<file path="config.mk">
export PLATFORM = sky130hd
export DESIGN_NAME = booth_mul_arbiter_flat
export DESIGN_NICKNAME = d
export VERILOG_FILES = /design/src/rtl/booth_mul_arbiter_if.sv /design/src/rtl/booth_mul_arbiter.sv /design/src/flat_wrapper.sv
export SDC_FILE = /design/constraint.sdc
export NUM_CORES = 1
export LEC_CHECK = 0
export CAP_MARGIN = 20
export CORE_MARGIN = 2
export CORE_UTILIZATION = 51
export CTS_CLUSTER_SIZE = 25
export DETAILED_ROUTE_END_ITERATION = 8
export HOLD_SLACK_MARGIN = 0.15
export MAX_ROUTING_LAYER = met4
export PLACE_DENSITY = 0.93
export SLEW_MARGIN = 20
export SYNTH_ARGS = -nofsm -noshare
export SYNTH_HDL_FRONTEND = slang
export SYNTH_SLANG_ARGS = --single-unit
export TNS_END_PERCENT = 100
</file>
<file path="constraint.sdc">
create_clock -name clk -period 4.1 [get_ports clk]
set_input_delay 0.82 -clock clk [delete_from_list [all_inputs] [get_ports clk]]
set_output_delay 0.82 -clock clk [all_outputs]
set_load 0.02 [all_outputs]
</file>
<file path="src/rtl/booth_mul_arbiter_if.sv">
// Bundle between the multiplier arbiter, its client blocks and the shared
// Booth multiplier. The arbiter uses the slave modport; the surrounding
// environment (clients plus multiplier instance) uses the master modport.
//
// Signals:
//   req/a_in/x_in         client requests and per-client operand slices
//   gnt/done/done_id/...  grant pulse, completion pulse, tag and product
//   mul_*                 Start/Ready/A/x/product link to the multiplier
interface booth_mul_arbiter_if #(
  parameter int N = 4,
  parameter int W = 4
);
  localparam int IDW = (N > 1) ? $clog2(N) : 1;

  logic [N-1:0]     req;
  logic [N*W-1:0]   a_in;
  logic [N*W-1:0]   x_in;
  logic [N-1:0]     gnt;
  logic             done;
  logic [IDW-1:0]   done_id;
  logic [2*W-1:0]   result;
  logic             timeout_err;
  logic             busy;
  logic [W-1:0]     mul_A;
  logic [W-1:0]     mul_x;
  logic             mul_start;
  logic             mul_ready;
  logic [2*W-1:0]   mul_product;

  modport slave (
    input  req, a_in, x_in, mul_ready, mul_product,
    output gnt, done, done_id, result, timeout_err, busy,
           mul_A, mul_x, mul_start
  );

  modport master (
    output req, a_in, x_in, mul_ready, mul_product,
    input  gnt, done, done_id, result, timeout_err, busy,
           mul_A, mul_x, mul_start
  );
endinterface

</file>
<file path="src/rtl/booth_mul_arbiter.sv">
// Round-robin arbiter sharing one sequential Booth multiplier among N clients.
// Latency: gnt->done is 2 cycles for a zero operand, 4 + multiplier busy cycles otherwise.
// Backpressure: clients hold req until gnt; no arbitration while busy or while mul_ready=0.
//
// Ports:
//   clk, reset   rising-edge clock, asynchronous active-high reset
//   bus (slave)  req/a_in/x_in in, gnt/done/done_id/result/timeout_err/busy out,
//                mul_A/mul_x/mul_start out, mul_ready/mul_product in
module booth_mul_arbiter #(
  parameter int N       = 4,
  parameter int W       = 4,
  parameter int TIMEOUT = 64
) (
  input  logic clk,
  input  logic reset,
  booth_mul_arbiter_if.slave bus
);

  localparam int IDW = (N > 1) ? $clog2(N) : 1;
  localparam int IW1 = IDW + 1;
  localparam int CW  = $clog2(TIMEOUT) + 1;

  localparam logic [2:0] S_IDLE   = 3'd0;
  localparam logic [2:0] S_ISSUE  = 3'd1;
  localparam logic [2:0] S_LAUNCH = 3'd2;
  localparam logic [2:0] S_WAIT   = 3'd3;
  localparam logic [2:0] S_DONE   = 3'd4;

  logic [2:0]     state;
  logic [IDW-1:0] ptr;
  logic [IDW-1:0] id_q;
  logic [CW-1:0]  cnt;
  logic [W-1:0]   a_q;
  logic [W-1:0]   x_q;
  logic [2*W-1:0] res_q;
  logic [2*W-1:0] result_q;
  logic           done_q;
  logic [IDW-1:0] done_id_q;
  logic           to_err_q;

  logic           win_vld;
  logic [IDW-1:0] win_idx;
  logic [IW1-1:0] idx;
  logic           grant;
  logic [N-1:0]   gnt_c;
  logic [W-1:0]   a_sel;
  logic [W-1:0]   x_sel;

  // First asserted request at or above the pointer, wrapping around.
  // ptr < N and k < N, so one conditional subtract is enough for the wrap.
  always_comb begin
    win_vld = 1'b0;
    win_idx = '0;
    idx     = '0;
    for (int k = 0; k < N; k++) begin
      idx = {1'b0, ptr} + IW1'(k);
      if (idx >= IW1'(N)) begin
        idx = idx - IW1'(N);
      end
      if (!win_vld && bus.req[idx[IDW-1:0]]) begin
        win_vld = 1'b1;
        win_idx = idx[IDW-1:0];
      end
    end
  end

  // Grant is only issued from IDLE with the multiplier idle; gated by reset
  // so no pulse can leak out while the block is being held in reset.
  assign grant = (state == S_IDLE) && bus.mul_ready && win_vld && !reset;

  always_comb begin
    gnt_c = '0;
    if (grant) begin
      gnt_c[win_idx] = 1'b1;
    end
  end

  assign a_sel = bus.a_in[int'(win_idx)*W +: W];
  assign x_sel = bus.x_in[int'(win_idx)*W +: W];

  always_ff @(posedge clk or posedge reset) begin
    if (reset) begin
      state     <= S_IDLE;
      ptr       <= '0;
      id_q      <= '0;
      cnt       <= '0;
      a_q       <= '0;
      x_q       <= '0;
      res_q     <= '0;
      result_q  <= '0;
      done_q    <= 1'b0;
      done_id_q <= '0;
      to_err_q  <= 1'b0;
    end else begin
      done_q <= 1'b0;
      case (state)
        S_IDLE: begin
          if (grant) begin
            a_q  <= a_sel;
            x_q  <= x_sel;
            id_q <= win_idx;
            ptr  <= (win_idx == IDW'(N - 1)) ? '0 : win_idx + IDW'(1);
            // A zero operand makes the product trivially zero; skip the multiplier.
            if (a_sel == '0 || x_sel == '0) begin
              res_q <= '0;
              state <= S_DONE;
            end else begin
              state <= S_ISSUE;
            end
          end
        end
        S_ISSUE: begin
          state <= S_LAUNCH;
        end
        S_LAUNCH: begin
          // Ready may still read high here while the multiplier is leaving idle.
          cnt   <= '0;
          state <= S_WAIT;
        end
        S_WAIT: begin
          if (bus.mul_ready) begin
            res_q <= bus.mul_product;
            state <= S_DONE;
          end else if (cnt == CW'(TIMEOUT - 2)) begin
            // Counter would reach TIMEOUT-1 on this edge: give up on the job.
            to_err_q <= 1'b1;
            res_q    <= '1;
            state    <= S_DONE;
          end else begin
            cnt <= cnt + CW'(1);
          end
        end
        S_DONE: begin
          done_q    <= 1'b1;
          done_id_q <= id_q;
          result_q  <= res_q;
          cnt       <= '0;
          state     <= S_IDLE;
        end
        default: begin
          state <= S_IDLE;
        end
      endcase
    end
  end

  assign bus.gnt         = gnt_c;
  assign bus.done        = done_q;
  assign bus.done_id     = done_id_q;
  assign bus.result      = result_q;
  assign bus.timeout_err = to_err_q;
  assign bus.busy        = (state != S_IDLE);
  assign bus.mul_A       = a_q;
  assign bus.mul_x       = x_q;
  assign bus.mul_start   = (state == S_ISSUE);

endmodule

</file>
<file path="src/flat_wrapper.sv">
// flat-port wrapper written by rule: the top's interface ports become plain ports
module booth_mul_arbiter_flat 
#(
  parameter int N       = 4,
  parameter int W       = 4,
  parameter int TIMEOUT = 64
)
  (clk, reset, bus_req, bus_a_in, bus_x_in, bus_mul_ready, bus_mul_product, bus_gnt, bus_done, bus_done_id, bus_result, bus_timeout_err, bus_busy, bus_mul_A, bus_mul_x, bus_mul_start);
  booth_mul_arbiter_if #(.N(N), .W(W)) bus_i ();
  input  logic clk;
  input  logic reset;
  input wire logic [$bits(bus_i.req)-1:0] bus_req;
  input wire logic [$bits(bus_i.a_in)-1:0] bus_a_in;
  input wire logic [$bits(bus_i.x_in)-1:0] bus_x_in;
  input wire logic [$bits(bus_i.mul_ready)-1:0] bus_mul_ready;
  input wire logic [$bits(bus_i.mul_product)-1:0] bus_mul_product;
  output wire logic [$bits(bus_i.gnt)-1:0] bus_gnt;
  output wire logic [$bits(bus_i.done)-1:0] bus_done;
  output wire logic [$bits(bus_i.done_id)-1:0] bus_done_id;
  output wire logic [$bits(bus_i.result)-1:0] bus_result;
  output wire logic [$bits(bus_i.timeout_err)-1:0] bus_timeout_err;
  output wire logic [$bits(bus_i.busy)-1:0] bus_busy;
  output wire logic [$bits(bus_i.mul_A)-1:0] bus_mul_A;
  output wire logic [$bits(bus_i.mul_x)-1:0] bus_mul_x;
  output wire logic [$bits(bus_i.mul_start)-1:0] bus_mul_start;
  assign bus_i.req = bus_req;
  assign bus_i.a_in = bus_a_in;
  assign bus_i.x_in = bus_x_in;
  assign bus_i.mul_ready = bus_mul_ready;
  assign bus_i.mul_product = bus_mul_product;
  assign bus_gnt = bus_i.gnt;
  assign bus_done = bus_i.done;
  assign bus_done_id = bus_i.done_id;
  assign bus_result = bus_i.result;
  assign bus_timeout_err = bus_i.timeout_err;
  assign bus_busy = bus_i.busy;
  assign bus_mul_A = bus_i.mul_A;
  assign bus_mul_x = bus_i.mul_x;
  assign bus_mul_start = bus_i.mul_start;
  booth_mul_arbiter #(.N(N), .W(W), .TIMEOUT(TIMEOUT)) u_core (.clk(clk), .reset(reset), .bus(bus_i));
endmodule
</file>
After elaboration in Yosys (flattened, before gate mapping)
Index checks and enable logic that the tools add are counted.
{"block": "totals", "reg_bits": 42, "output_inout_bits": 26, "wordCells": 106}
{"block": "op_classes", "addsub": 9, "magnitude_cmp": 10, "n_eq_ne": 11, "shifts": 2, "muxes": 38, "bitwise_logic": 1, "n_reduce_logical": 24}
{"op": "$mux W8", "n": 4}
{"op": "$shiftx A16 B5 Y4", "n": 2}
{"op": "$mux W2", "n": 9}
{"op": "$pmux W8 S2", "n": 1}
{"op": "$lt A2 B3 Y1 const B", "n": 5}
{"op": "$mux W7", "n": 2}
{"op": "$pmux W7 S2", "n": 1}
{"op": "$mux W3", "n": 4}
{"op": "$pmux W3 S4", "n": 1}
{"op": "$mux W1", "n": 10}
{"op": "$ge A3 B3 Y1 const B", "n": 3}
{"op": "$bmux W1 S2", "n": 4}
{"op": "$logic_not A4 Y1", "n": 2}
{"op": "$sub A2 B1 Y2 const B", "n": 4}
{"op": "$add A7 B1 Y7 const B", "n": 1}
{"op": "$eq A7 B6 Y1 const B", "n": 1}
{"op": "$logic_and A1 B1 Y1", "n": 7}
{"op": "$add A2 B2 Y3 const B", "n": 2}
{"op": "$eq A3 B2 Y1 const B", "n": 2}
{"op": "$ne A2 B2 Y1 const B", "n": 3}
{"op": "$reduce_and A3 Y1", "n": 2}
{"op": "$logic_not A1 Y1", "n": 4}
{"op": "$mux W4", "n": 1}
{"op": "$reduce_and A2 Y1", "n": 2}
{"op": "other kinds (17)", "n": 18}

Longest topological paths before layout
Gate-level depths: netlist of the first run.
{"block": "logic_depth", "word_depth": 20, "mapped_depth": 8, "mapped_depth_nobuf": 8}

Worst setup path after synthesis of the first run
OpenSTA, ideal clock, no wires.
{"block": "synth_timing", "kind": "input to output", "from": "input port bus_req[1]", "to": "output port bus_gnt[3]", "t_arrival_ns": 2.028, "t_required_ns": 3.280, "slack_ns": 1.252, "path_stages": 7, "n_path_buf": 1, "path_cell_list": "nand2b_4 a21oi_1 a211oi_2 buf_4 ha_1 inv_1 nor2_1"}
{"block": "synth_via", "elab_chain_len": 17, "word_cells_on_any_way": 30, "classes_between": "order compare: 2; mux: 19; reduce/logical: 9"}
{"element": "start, declared", "line": "flat_wrapper.sv:12", "text": "input wire logic [$bits(bus_i.req)-1:0] bus_req;"}
{"element": "$bmux W1 S2", "line": "booth_mul_arbiter.sv:60", "text": "if (!win_vld && bus.req[idx[IDW-1:0]]) begin"}
{"element": "$mux W1 (implied by the code)", "line": "booth_mul_arbiter.sv:60"}
{"element": "$mux W1", "line": "booth_mul_arbiter.sv:60"}
{"element": "$logic_not A1 Y1", "line": "booth_mul_arbiter.sv:60"}
{"element": "$logic_and A1 B1 Y1", "line": "booth_mul_arbiter.sv:60"}
{"element": "$mux W1", "line": "booth_mul_arbiter.sv:60"}
{"element": "$logic_not A1 Y1", "line": "booth_mul_arbiter.sv:60"}
{"element": "$logic_and A1 B1 Y1", "line": "booth_mul_arbiter.sv:60"}
{"element": "[... 2 more ...]"}
{"element": "$logic_and A1 B1 Y1", "line": "booth_mul_arbiter.sv:60"}
{"element": "$mux W2 (*)", "line": "booth_mul_arbiter.sv:60"}
{"element": "net u_core.win_idx[0]", "line": "booth_mul_arbiter.sv:42", "text": "logic [IDW-1:0] win_idx;"}
{"element": "$lt A2 B3 Y1 (implied by the code) / $ge A2 B1 Y1 (equally long branches)", "line": "booth_mul_arbiter.sv:74", "text": "gnt_c[win_idx] = 1'b1;"}
{"element": "$logic_and A1 B1 Y1 (implied by the code)", "line": "booth_mul_arbiter.sv:74"}
{"element": "$mux W1 (implied by the code)", "line": "booth_mul_arbiter.sv:74"}
{"element": "$demux W1 S2 (*)"}
{"element": "$mux W4 (*)", "line": "booth_mul_arbiter.sv:73", "text": "if (grant) begin"}
{"element": "end, declared", "line": "flat_wrapper.sv:17", "text": "output wire logic [$bits(bus_i.gnt)-1:0] bus_gnt;"}
Mark *: on every way through the listed nets, which the timed path passes. The rest lies on a longest branch. The select of a mux whose other input is x is not followed.

Worst setup path after layout of the first run
{"block": "layout_timing", "from": "input port bus_req[0]", "to": "output port bus_gnt[3]"}
Same word-level chain as after synthesis.

==> results of run 1 <==
## sequential cells by signal (all words and copies together) (netlist names), 2 cells and up
register	cells
u_core.bus.result	8
u_core.id_q	2
u_core.res_q	8
u_core.ptr	2
u_core.bus.done_id	2
u_core.bus.mul_A	4
u_core.state	3
u_core.cnt	7
u_core.bus.mul_x	4
## per-stage QoR
stage	instance area [um2]	hold slack [ps]
after global routing	3260	495
after detailed placement	3170	459
after floorplan	2400	450
after global placement	3170	440
final	3260	474
after CTS	3260	478
## layout make-up
class | instances | area [um2]
repair buffers | 76 | 751
flip-flops and latches | 42 | 1050
multi-input cells | 163 | 1220
well taps | 52 | 65.1
clock inverters | 3 | 25.0
fillers | 309 | 1180
clock buffers | 5 | 68.8
inverters | 20 | 80.1
## power groups by stage
stage | clock network (mW) | logic, mW | registers [mW]
6_report | 0.273 | 1.11 | 0.700
5_1_grt | 0.301 | 1.21 | 0.723
4_1_cts | 0.280 | 1.11 | 0.697
3_5_place_dp | 0 | 1.11 | 0.705
3_3_place_gp | 0 | 1.07 | 0.692
2_1_floorplan | 0 | 0.647 | 0.767
## worst max-delay path by stage
stage                           from         end  slack (ps)  cells past startpoint
final                     bus_req[0]  bus_gnt[3]         180                      9
after floorplan           bus_req[1]  bus_gnt[3]        1250                      7
after CTS                 bus_req[0]  bus_gnt[3]         200                      9
after global placement    bus_req[0]  bus_gnt[3]         280                      9
after detailed placement  bus_req[0]  bus_gnt[3]         210                      9
after global routing      bus_req[0]  bus_gnt[3]          50                      9
## synth_stat cells, drive strengths merged (2+ instances only)
master	number
o22ai	2
o21ai	26
mux2i	9
a211oi	9
dfrtp	42
clkbuf	7
inv	19
buf	2
a21oi	18
xnor2	3
nand4	4
nor2	15
and2	2
nand3b	3
a21o	2
nand2b	5
xor2	4
ha	6
mux2	15
o31ai	6
nand2	12
and3	9
## cell families after synthesis
group                    after synthesis
AO/OA/AOI/OAI                         70
XOR/XNOR                               7
flip-flops                            42
buffers and inverters                 29
multiplexers                          24
adder cells (fa/ha/maj)                6
AND/OR/NAND/NOR                       56
## layer usage
| metal | part of all wire (%) | wire (um) | up-vias | track usage, % |
|---|---|---|---|---|
| li1 | - | - | 982 | - |
| met1 | 41 | 2390 | 1000 | 29.5 |
| met2 | 52 | 2980 | 70 | 41.8 |
| met3 | 5.6 | 322 | 7 | 4.86 |
| met4 | 1.5 | 87 | 0 | 8.85 |
| met5 | 0 | 0 | - | - |
## critical path, cell delays in order
cell             delay [ps]
clkdlybuf4s50_1         470
and2_4                  200
o211ai_4                280
nand2_4                 190
clkinv_4                160
ha_1                    180
inv_1                    50
nor2_1                  110
clkdlybuf4s50_1         630
## layout by cell type, fill, tap and decap left out, drive strengths merged, types with 9 or more instances in the layout
cell           instances
a211oi                 9
a21oi                 18
and3                   9
clkdlybuf4s50         72
dfrtp                 42
inv                   20
mux2                  15
mux2i                  9
nand2                 12
nor2                  15
o21ai                 26
==> impl_metrics.csv, run 1 <==
group,metric,value,unit
setup_path,crit_arrival,3100,ps
setup_path,cp_max_fo,12,
synthesis,synth_cells,234,
synthesis,post_synth_mux_area_share,10.8,%
detailed_routing,drtPass1Iterations,4,
detailed_routing,vias,2059,
cts,cts_hold_buf,0,
synthesis,post-synth-top-area-cell,"dfrtp_1",
final_layout,drive_gt1_share,15.2,%
synthesis,synth_top_area_share,43.8,%
setup_path,cp-end-kind,"output port",
worst_hold_path,holdCritStartpoint,"u_core.bus.timeout_err",
floorplan,core_area,4440,um2
cts,clock-sinks,42,
worst_hold_path,min-delay-path-class,"reg -> reg",
power,pwr-share-clk,13.1,%
cts,cts.clk_slew.worst_paths,70,ps
synthesis,avgSynthCellArea,10.2,um2
placed_design,gp_congestion,0.791,
power,p_comb_share,53.2,%
cts,root_buffer,"clkbuf_8",
worst_hold_path,min_delay_path_depth,1,
job,maxCapViolCount,0,
power,switchingPower,869,uW
grt,grt_pass1_wl,9.75,mm
synthesis,synth_compound_area_share,21.3,%
worst_hold_path,min_to,"u_core.bus.timeout_err",
power,p_int,1.21,mW
power,swShare,41.8,%
synthesis,synth_edf_count,0,
floorplan,fp-row-count,24,
sta,max_slew_margin,51.9,%
sta,fin_crit_sh,95.6,%
setup_path,r2r_setup_slack,1810,ps
synthesis,synth-xor-area-share,2.56,%
detailed_routing,dr.first_iter.drc_count,81,
cts,cts_tree,"built",
placed_design,placedCellCount,353,
placed_design,pre_cts_ws,214,ps
final_layout,stdcell_count,361,
cts,clockBufferDepth,2,
synthesis,synthArstFlopShare,100,%
final_layout,diodes,0,
placed_design,port_buffers,72,
synthesis,yosys.area_share.adder,3.13,%
sta,skew,11.1,ps
setup_path,crit_required,3280,ps
outcome,outcome,"completed",
grt,antenna_found_initial,0,
power,power,2.08,mW
grt,grt_max_degree,33,
power,p_seq_share,33.7,%
grt,first_global_vias,2023,
power,ir_drop,0.295,mV
power,p_leak,1.44,nW
final_layout,utilization,73.4,%
placed_design,dp_hpwl,4.51,mm
sta,tightestPinTransition,721,ps
synthesis,seq_area_frac_synth,43.8,%
grt,grt.overflow.total,0,
setup_path,reg2reg_depth,9,
cts,cts_made_buffers,5,
sta,setup_slack,180,ps
synthesis,ys_ff_latch,42,
power,p_per_area,638,nW/um2
floorplan,io_pins,73,
setup_path,crit_path_start_kind,"input port",
grt,grt_util_all_layers,24.8,%
detailed_routing,via_per_inst,5.70,
synthesis,synthTopCellsByArea,"dfrtp_1 44%, mux2_2 6.6%, o21ai_1 4.8%, a211oi_2 4.7%, a21oi_1 3.8%",
sta,clock.fmax,255,MHz
sta,period_minus_slack,3920,ps
sta,rsz0062_at_grt,"no",
final_layout,nets,361,
setup_path,r2r_end,"u_core.state[0]",
synthesis,synth_top_family_by_area,"compound AO/OA/AOI/OAI gates",
synthesis,synth_fp_nets,287,
floorplan,die_x,72.6,um
synthesis,netlist_area,2400,um2
setup_path,timing.rr.start,"u_core.ptr[0]",
sta,setup_tns,0,ps
synthesis,yosys.area_share.simple,13.2,%
floorplan,die_height,72.6,um
detailed_routing,wl,5.77,mm
detailed_routing,route.antenna.remaining_nets,0,
sta,hold_violations,0,
final_layout,area_delta_synth_final,36.1,%
sta,setup_viol_count_final,0,
synthesis,yosys_most_used_dff,"dfrtp_1",
floorplan,die-area,5260,um2
setup_path,crit_type,"in -> out",
cts,clk_latency,300,ps
detailed_routing,drt-wirelength-per-cell,16.0,um
synthesis,synth.distinct_cells,44,
cts,cts_post_setup_buffers_inserted,0,
synthesis,synth_warnings,0,
sta,slew_viol_final,0,
floorplan,initial_core_util,53.9,%
cts,htreeDepth,2,
cts,ctsResizeCount,0,
detailed_routing,drc,0,
Note: power is estimated with default switching activity, not from simulation.
==> run 2, diff against run 1 <==
--- a/config.mk
+++ b/config.mk
@@ -7,12 +7,13 @@
 export LEC_CHECK = 0
 export CAP_MARGIN = 20
 export CORE_MARGIN = 2
-export CORE_UTILIZATION = 51
+export CORE_UTILIZATION = 40
 export CTS_CLUSTER_SIZE = 25
 export DETAILED_ROUTE_END_ITERATION = 8
 export HOLD_SLACK_MARGIN = 0.15
 export MAX_ROUTING_LAYER = met4
-export PLACE_DENSITY = 0.93
+export PLACE_DENSITY = 0.77
+export SETUP_SLACK_MARGIN = 0.4
 export SLEW_MARGIN = 20
 export SYNTH_ARGS = -nofsm -noshare
 export SYNTH_HDL_FRONTEND = slang
==> constraint.sdc (replaced) <==
create_clock -name clk -period 4.3 [get_ports clk]
set_input_delay 0.86 -clock clk [delete_from_list [all_inputs] [get_ports clk]]
set_output_delay 0.86 -clock clk [all_outputs]
set_load 0.02 [all_outputs]
==> run 2 against run 1 <==
  * Sequential share of layout area shrank 0.46 points
  * Clock power shrank 7%
  * Critical path depth shrank 1
  * Power shrank 5.6%
  * Via count shrank 2.3%
  * First-iteration DRC count shrank 17%
  * Die area grew 26%
  * Final area grew 1.5%
  * Largest power group unchanged
  * Highest routed layer unchanged
==> impl_metrics.csv, run 2 (synthesized netlist as in run 1, its figures left out) <==
group,metric,value,unit
grt,grt_max_degree,23,
grt,grt_util_all_layers,17.5,%
detailed_routing,drtPass1Iterations,4,
setup_path,cp-end-kind,"output port",
cts,cts_tree,"built",
setup_path,crit_top_cell,"clkdlybuf4s50_1",
cts,cts_made_buffers,5,
cts,clk_latency,300,ps
detailed_routing,dr.first_iter.drc_count,67,
setup_path,slowest_stage,"clkdlybuf4s50_1",
floorplan,fp-row-count,28,
setup_path,crit_required,3440,ps
final_layout,final_common_cell,"clkdlybuf4s50_1",
setup_path,crit_arrival,2890,ps
floorplan,initial_core_util,41.0,%
detailed_routing,wl,5.56,mm
setup_path,max_stage_delay,640,ps
cts,htreeDepth,2,
worst_hold_path,min-delay-path-class,"reg -> reg",
sta,period_minus_slack,3750,ps
placed_design,gp_congestion,0.772,
sta,clock.fmax,267,MHz
detailed_routing,route.antenna.remaining_nets,0,
sta,max_slew_margin,43.6,%
sta,setup_tns,0,ps
sta,skew,6.78,ps
grt,grt.overflow.total,0,
cts,clockBufferDepth,2,
detailed_routing,drc,0,
placed_design,port_buffers,72,
setup_path,path_cells,"clkdlybuf4s50_1, nand2b_1, a21o_1, nand2_4, ha_1, inv_1, nor2_1, clkdlybuf4s50_1",
final_layout,nets,364,
grt,first_global_vias,1931,
power,p_leak,1.48,nW
setup_path,crit_type,"in -> out",
grt,grt_pass1_wl,8.64,mm
cts,root_buffer,"clkbuf_8",
floorplan,die_x,81.4,um
cts,cts.clk_slew.worst_paths,80,ps
sta,tightestPinTransition,845,ps
sta,hold_violations,0,
power,ir_drop,0.256,mV
detailed_routing,via_per_inst,5.20,
final_layout,fill_cells,528,
floorplan,io_pins,73,
detailed_routing,drt-wirelength-per-cell,14.4,um
grt,antenna_found_initial,0,
final_layout,utilization,56.6,%
final_layout,final_cell_mix,"69 x clkdlybuf4s50_1, 42 x dfrtp_1, 23 x o21ai_1, 18 x inv_1, 18 x a21oi_1",
floorplan,core_area,5850,um2
sta,setup_viol_count_final,0,
sta,fin_crit_sh,87.3,%
cts,clock-sinks,42,
final_layout,drive_gt1_share,16.0,%
sta,slew_viol_final,0,
power,p_per_area,594,nW/um2
outcome,outcome,"completed",
detailed_routing,vias,2011,
floorplan,die-area,6630,um2
setup_path,cp_max_fo,12,
final_layout,multi_input_area,1220,um2
final_layout,ff_latch_area,1050,um2
setup_path,crit_path_start_kind,"input port",
floorplan,die_height,81.4,um
final_layout,area_delta_synth_final,38.0,%
placed_design,dp_hpwl,4.23,mm
sta,rsz0062_at_grt,"no",
final_layout,diodes,0,
job,maxCapViolCount,0,
==> run 2: cell count changes in the layout (fill, tap and decap cells not counted) <==
cell,change
dlymetal6s2s_1,+1
clkdlybuf4s50_1,-3
buf_4,+3
dlygate4sd2_1,+2
inv_6,-1
clkinv_2,+1
==> run 2: area by class of cell <==
cell class / count / area share, %
Inverter: 20 / 2.42
Tap cell: 75 / 2.84
Multi-Input combinational cell: 163 / 36.9
Timing Repair Buffer: 79 / 23.4
Clock inverter: 3 / 0.643
Clock buffer: 5 / 2.08
Sequential cell: 42 / 31.8
==> run 2: worst max-delay path, delay by kind of cell <==
family,cells,cell delay [ps]
AND/OR/NAND/NOR,3,380
AO/OA/AOI/OAI,1,270
adder cells (fa/ha/maj),1,170
buffers and inverters,3,1200
==> run 2: repair_timing <==
item                       in CTS  in global routing
hold endpoints to repair        0                  0
pin swaps                       0                  1
setup endpoints to repair       2                  2
hold buffers                    0                  0
buffers inserted                0                  1
gates resized for setup         2                  1
==> run 2: routing by layer <==
metal,vias up,share of wire [%],global-route usage (%)
li1,981,-,-
met1,976,42,20.7
met2,49,50,30.0
met3,5,7.2,4.84
met4,0,0.72,3.56
met5,-,0,-
==> run 2: metrics by stage <==
step	setup slack [ps]	area, um2	hold slack, ps	power (mW)	cells
floorplan	1370	2400	450	1.35	234
global placement	376	3210	454	1.69	378
detailed placement	323	3210	448	1.72	378
CTS	458	3300	471	1.98	386
global route	412	3310	483	2.10	387
finish	548	3310	461	1.96	387
==> run 2: final timing paths <==
path,from,to,slack [ps],depth (start not counted)
min reg2reg,u_core.bus.timeout_err,u_core.bus.timeout_err,460,1
min,u_core.bus.timeout_err,u_core.bus.timeout_err,460,1
max in group asynchronous,reset,u_core.bus.done,2500,3
max,bus_req[0],bus_gnt[1],550,8
min in group asynchronous,reset,u_core.state[1],1130,2
max reg2reg,u_core.ptr[0],u_core.state[2],2020,8
==> run 2: where the power goes <==
part / switching (mW) / internal (mW)
logic: 0.553 / 0.496
registers: 0.113 / 0.548
clock network: 0.141 / 0.114
total: 0.806 / 1.16
==> run 3, diff against run 2 <==
--- a/config.mk
+++ b/config.mk
@@ -5,6 +5,7 @@
 export SDC_FILE = /design/constraint.sdc
 export NUM_CORES = 1
 export LEC_CHECK = 0
+export ABC_AREA = 1
 export CAP_MARGIN = 20
 export CORE_MARGIN = 2
 export CORE_UTILIZATION = 40
@@ -12,7 +13,7 @@
 export DETAILED_ROUTE_END_ITERATION = 8
 export HOLD_SLACK_MARGIN = 0.15
 export MAX_ROUTING_LAYER = met4
-export PLACE_DENSITY = 0.77
+export PLACE_DENSITY = 0.76
 export SETUP_SLACK_MARGIN = 0.4
 export SLEW_MARGIN = 20
 export SYNTH_ARGS = -nofsm -noshare
==> run 3 against run 2 <==
  * Combinational power is 67% higher
  * Maximum frequency is 0.96% higher
  * Final area is 6.6% higher
  * Cell count is 35% higher
  * Setup slack better by 36 ps
  * Synthesized cell count is 57% higher
==> impl_metrics.csv, run 3 <==
group,metric,value,unit
synthesis,synth_fp_nets,421,
grt,antenna_found_initial,0,
synthesis,netlist_area,2630,um2
sta,setup_viol_count_final,0,
synthesis,synth.distinct_cells,34,
detailed_routing,dr.first_iter.drc_count,161,
final_layout,fill_cells,617,
cts,root_buffer,"clkbuf_8",
power,ir_drop,0.320,mV
power,p_leak,1.84,nW
synthesis,avgSynthCellArea,7.15,um2
final_layout,multi_input_area,1250,um2
placed_design,dp_hpwl,4.86,mm
setup_path,crit_top_cell,"nand3_1",
setup_path,crit_required,3440,ps
grt,grt_max_degree,43,
cts,cts_tree,"built",
synthesis,synthArstFlopShare,100,%
detailed_routing,drc,0,
synthesis,post-synth-top-area-cell,"dfrtp_1",
floorplan,core_area,6350,um2
sta,slew_viol_final,0,
detailed_routing,route.antenna.remaining_nets,0,
worst_hold_path,min_delay_path_depth,2,
cts,cts_made_buffers,5,
detailed_routing,vias,2576,
setup_path,cp.depth,14,
grt,grt_pass1_wl,10.9,mm
grt,grt.overflow.total,0,
power,p_per_area,766,nW/um2
final_layout,ff_latch_area,1050,um2
detailed_routing,drtPass1Iterations,7,
cts,cts_post_setup_buffers_inserted,0,
cts,htreeDepth,2,
sta,clock.fmax,269,MHz
floorplan,die-area,7240,um2
cts,clockBufferDepth,2,
detailed_routing,wl,6.33,mm
cts,cts_hold_buf,0,
final_layout,final_common_cell,"nand2_1",
sta,tightestPinTransition,871,ps
setup_path,reg2reg_depth,13,
sta,hold_violations,0,
sta,max_slew_margin,41.7,%
setup_path,cp_top_family,"buffers and inverters",
sta,setup_tns,0,ps
synthesis,yosysMostFrequentCell,"nand2_1",
setup_path,cp-end-kind,"output port",
worst_hold_path,min-delay-path-class,"reg -> reg",
setup_path,max_stage_delay,420,ps
cts,cts.clk_slew.worst_paths,80,ps
setup_path,crit_path_start_kind,"input port",
sta,rsz0062_at_grt,"no",
setup_path,crit_buf_inv,5,
grt,grt_util_all_layers,19.1,%
synthesis,synth_cells,368,
placed_design,port_buffers,72,
synthesis,netlist_top_cells_count,"115 x nand2_1, 61 x inv_1, 42 x dfrtp_1, 27 x nand3_1, 25 x nor2_1",
final_layout,final_cell_mix,"115 x nand2_1, 68 x clkdlybuf4s50_1, 61 x inv_1, 42 x dfrtp_1, 27 x nand3_1",
final_layout,area_delta_synth_final,34.2,%
grt,first_global_vias,2483,
final_layout,diodes,0,
floorplan,die_height,85.1,um
cts,clock-sinks,42,
placed_design,gp_congestion,0.880,
placed_design,pre_cts_ws,313,ps
final_layout,nets,496,
setup_path,path_cells,"clkdlybuf4s50_1, inv_1, nand2_1, nand3_1, nand2_2, nor2_4, nand3_1, nand3_1, nand2_1, inv_2, ha_1, inv_1, nor2_1, dlygate4sd2_1",
sta,skew,8.05,ps
synthesis,synth_warnings,0,
floorplan,die_x,85.1,um
sta,holdWs,475,ps
synthesis,yosys_most_used_dff,"dfrtp_1",
detailed_routing,drt-wirelength-per-cell,12.1,um
sta,period_minus_slack,3720,ps
setup_path,crit_type,"in -> out",
detailed_routing,via_per_inst,4.94,
sta,fin_crit_sh,86.4,%
floorplan,initial_core_util,41.4,%
synthesis,synth_edf_count,0,
synthesis,synthTopCellsByArea,"dfrtp_1 40%, nand2_1 16%, inv_1 8.7%, nand3_1 5.1%, nand4_1 3.8%",
synthesis,seq_area_frac_synth,40.0,%
synthesis,synth_top_area_share,40.0,%
outcome,outcome,"completed",
floorplan,io_pins,73,
final_layout,drive_gt1_share,8.11,%
floorplan,fp-row-count,29,
setup_path,cp_max_fo,10,
setup_path,crit_arrival,2860,ps
setup_path,r2r_setup_slack,1790,ps
job,maxCapViolCount,0,
setup_path,slowest_stage,"clkdlybuf4s50_1",
cts,clk_latency,300,ps
sta,setup_slack,584,ps
synthesis,ys_ff_latch,42,
==> run 3: routing by layer <==
layer / part of all wire [%] / GRT usage (%) / routed length (um)
met5: 0 / - / 0
met4: 1.7 / 7.50 / 107
met3: 6.8 / 2.72 / 428
met2: 46 / 30.1 / 2920
met1: 45 / 24.9 / 2870
==> run 3: cell families (layout without fill, tap and decap cells) <==
group,count (synthesis),in the layout,synth area share (%)
compound gates,32,32,7.80
xor+xnor,1,1,0.333
fa+ha+maj,6,6,2.85
buf+inv,78,154,12.6
flops,42,42,40.0
simple gates,209,209,36.4
==> run 3: layout make-up <==
cell class	count	share of cell area [%]
Multi-Input combinational cell	248	35.4
Tap cell	77	2.73
Sequential cell	42	29.8
Timing Repair Buffer	79	21.8
Clock buffer	5	1.95
Clock inverter	3	1.13
Inverter	67	7.27
==> run 3: timing repair <==
| item | in CTS | in global routing |
|---|---|---|
| gates resized for setup | 4 | 0 |
| endpoints found under the hold margin | 0 | 0 |
| endpoints found under the setup margin | 4 | 0 |
==> run 3: worst paths after layout <==
path / start / endpoint
worst max register to register: u_core.ptr[0] / u_core.res_q[5]
worst min register to register: u_core.res_q[7] / u_core.res_q[7]
max in group asynchronous: reset / u_core.cnt[1]
min in group asynchronous: reset / u_core.bus.mul_x[1]
worst max-delay path: bus_req[1] / bus_gnt[3]
worst min-delay path: u_core.res_q[7] / u_core.res_q[7]
==> run 3: stage by stage <==
stage	std cells	power, mW	util [%]	instance area [um2]
after detailed placement	513	2.41	53.9	3420
after floorplan	368	1.91	-	2630
after global placement	513	2.35	53.9	3420
final	521	2.70	55.6	3530
after global routing	521	2.96	55.6	3530
after CTS	521	2.72	55.6	3530
==> run 3: where the power goes <==
part / switching (mW) / internal (mW)
combinational: 1.10 / 0.652
sequential: 0.105 / 0.542
clock: 0.136 / 0.171
total: 1.34 / 1.37
==> run 3: worst min-delay path, stage by stage, from the launching register on <==
cell and delay (ps):
dfrtp_1 350, nand2_1 50, nand2_1 50
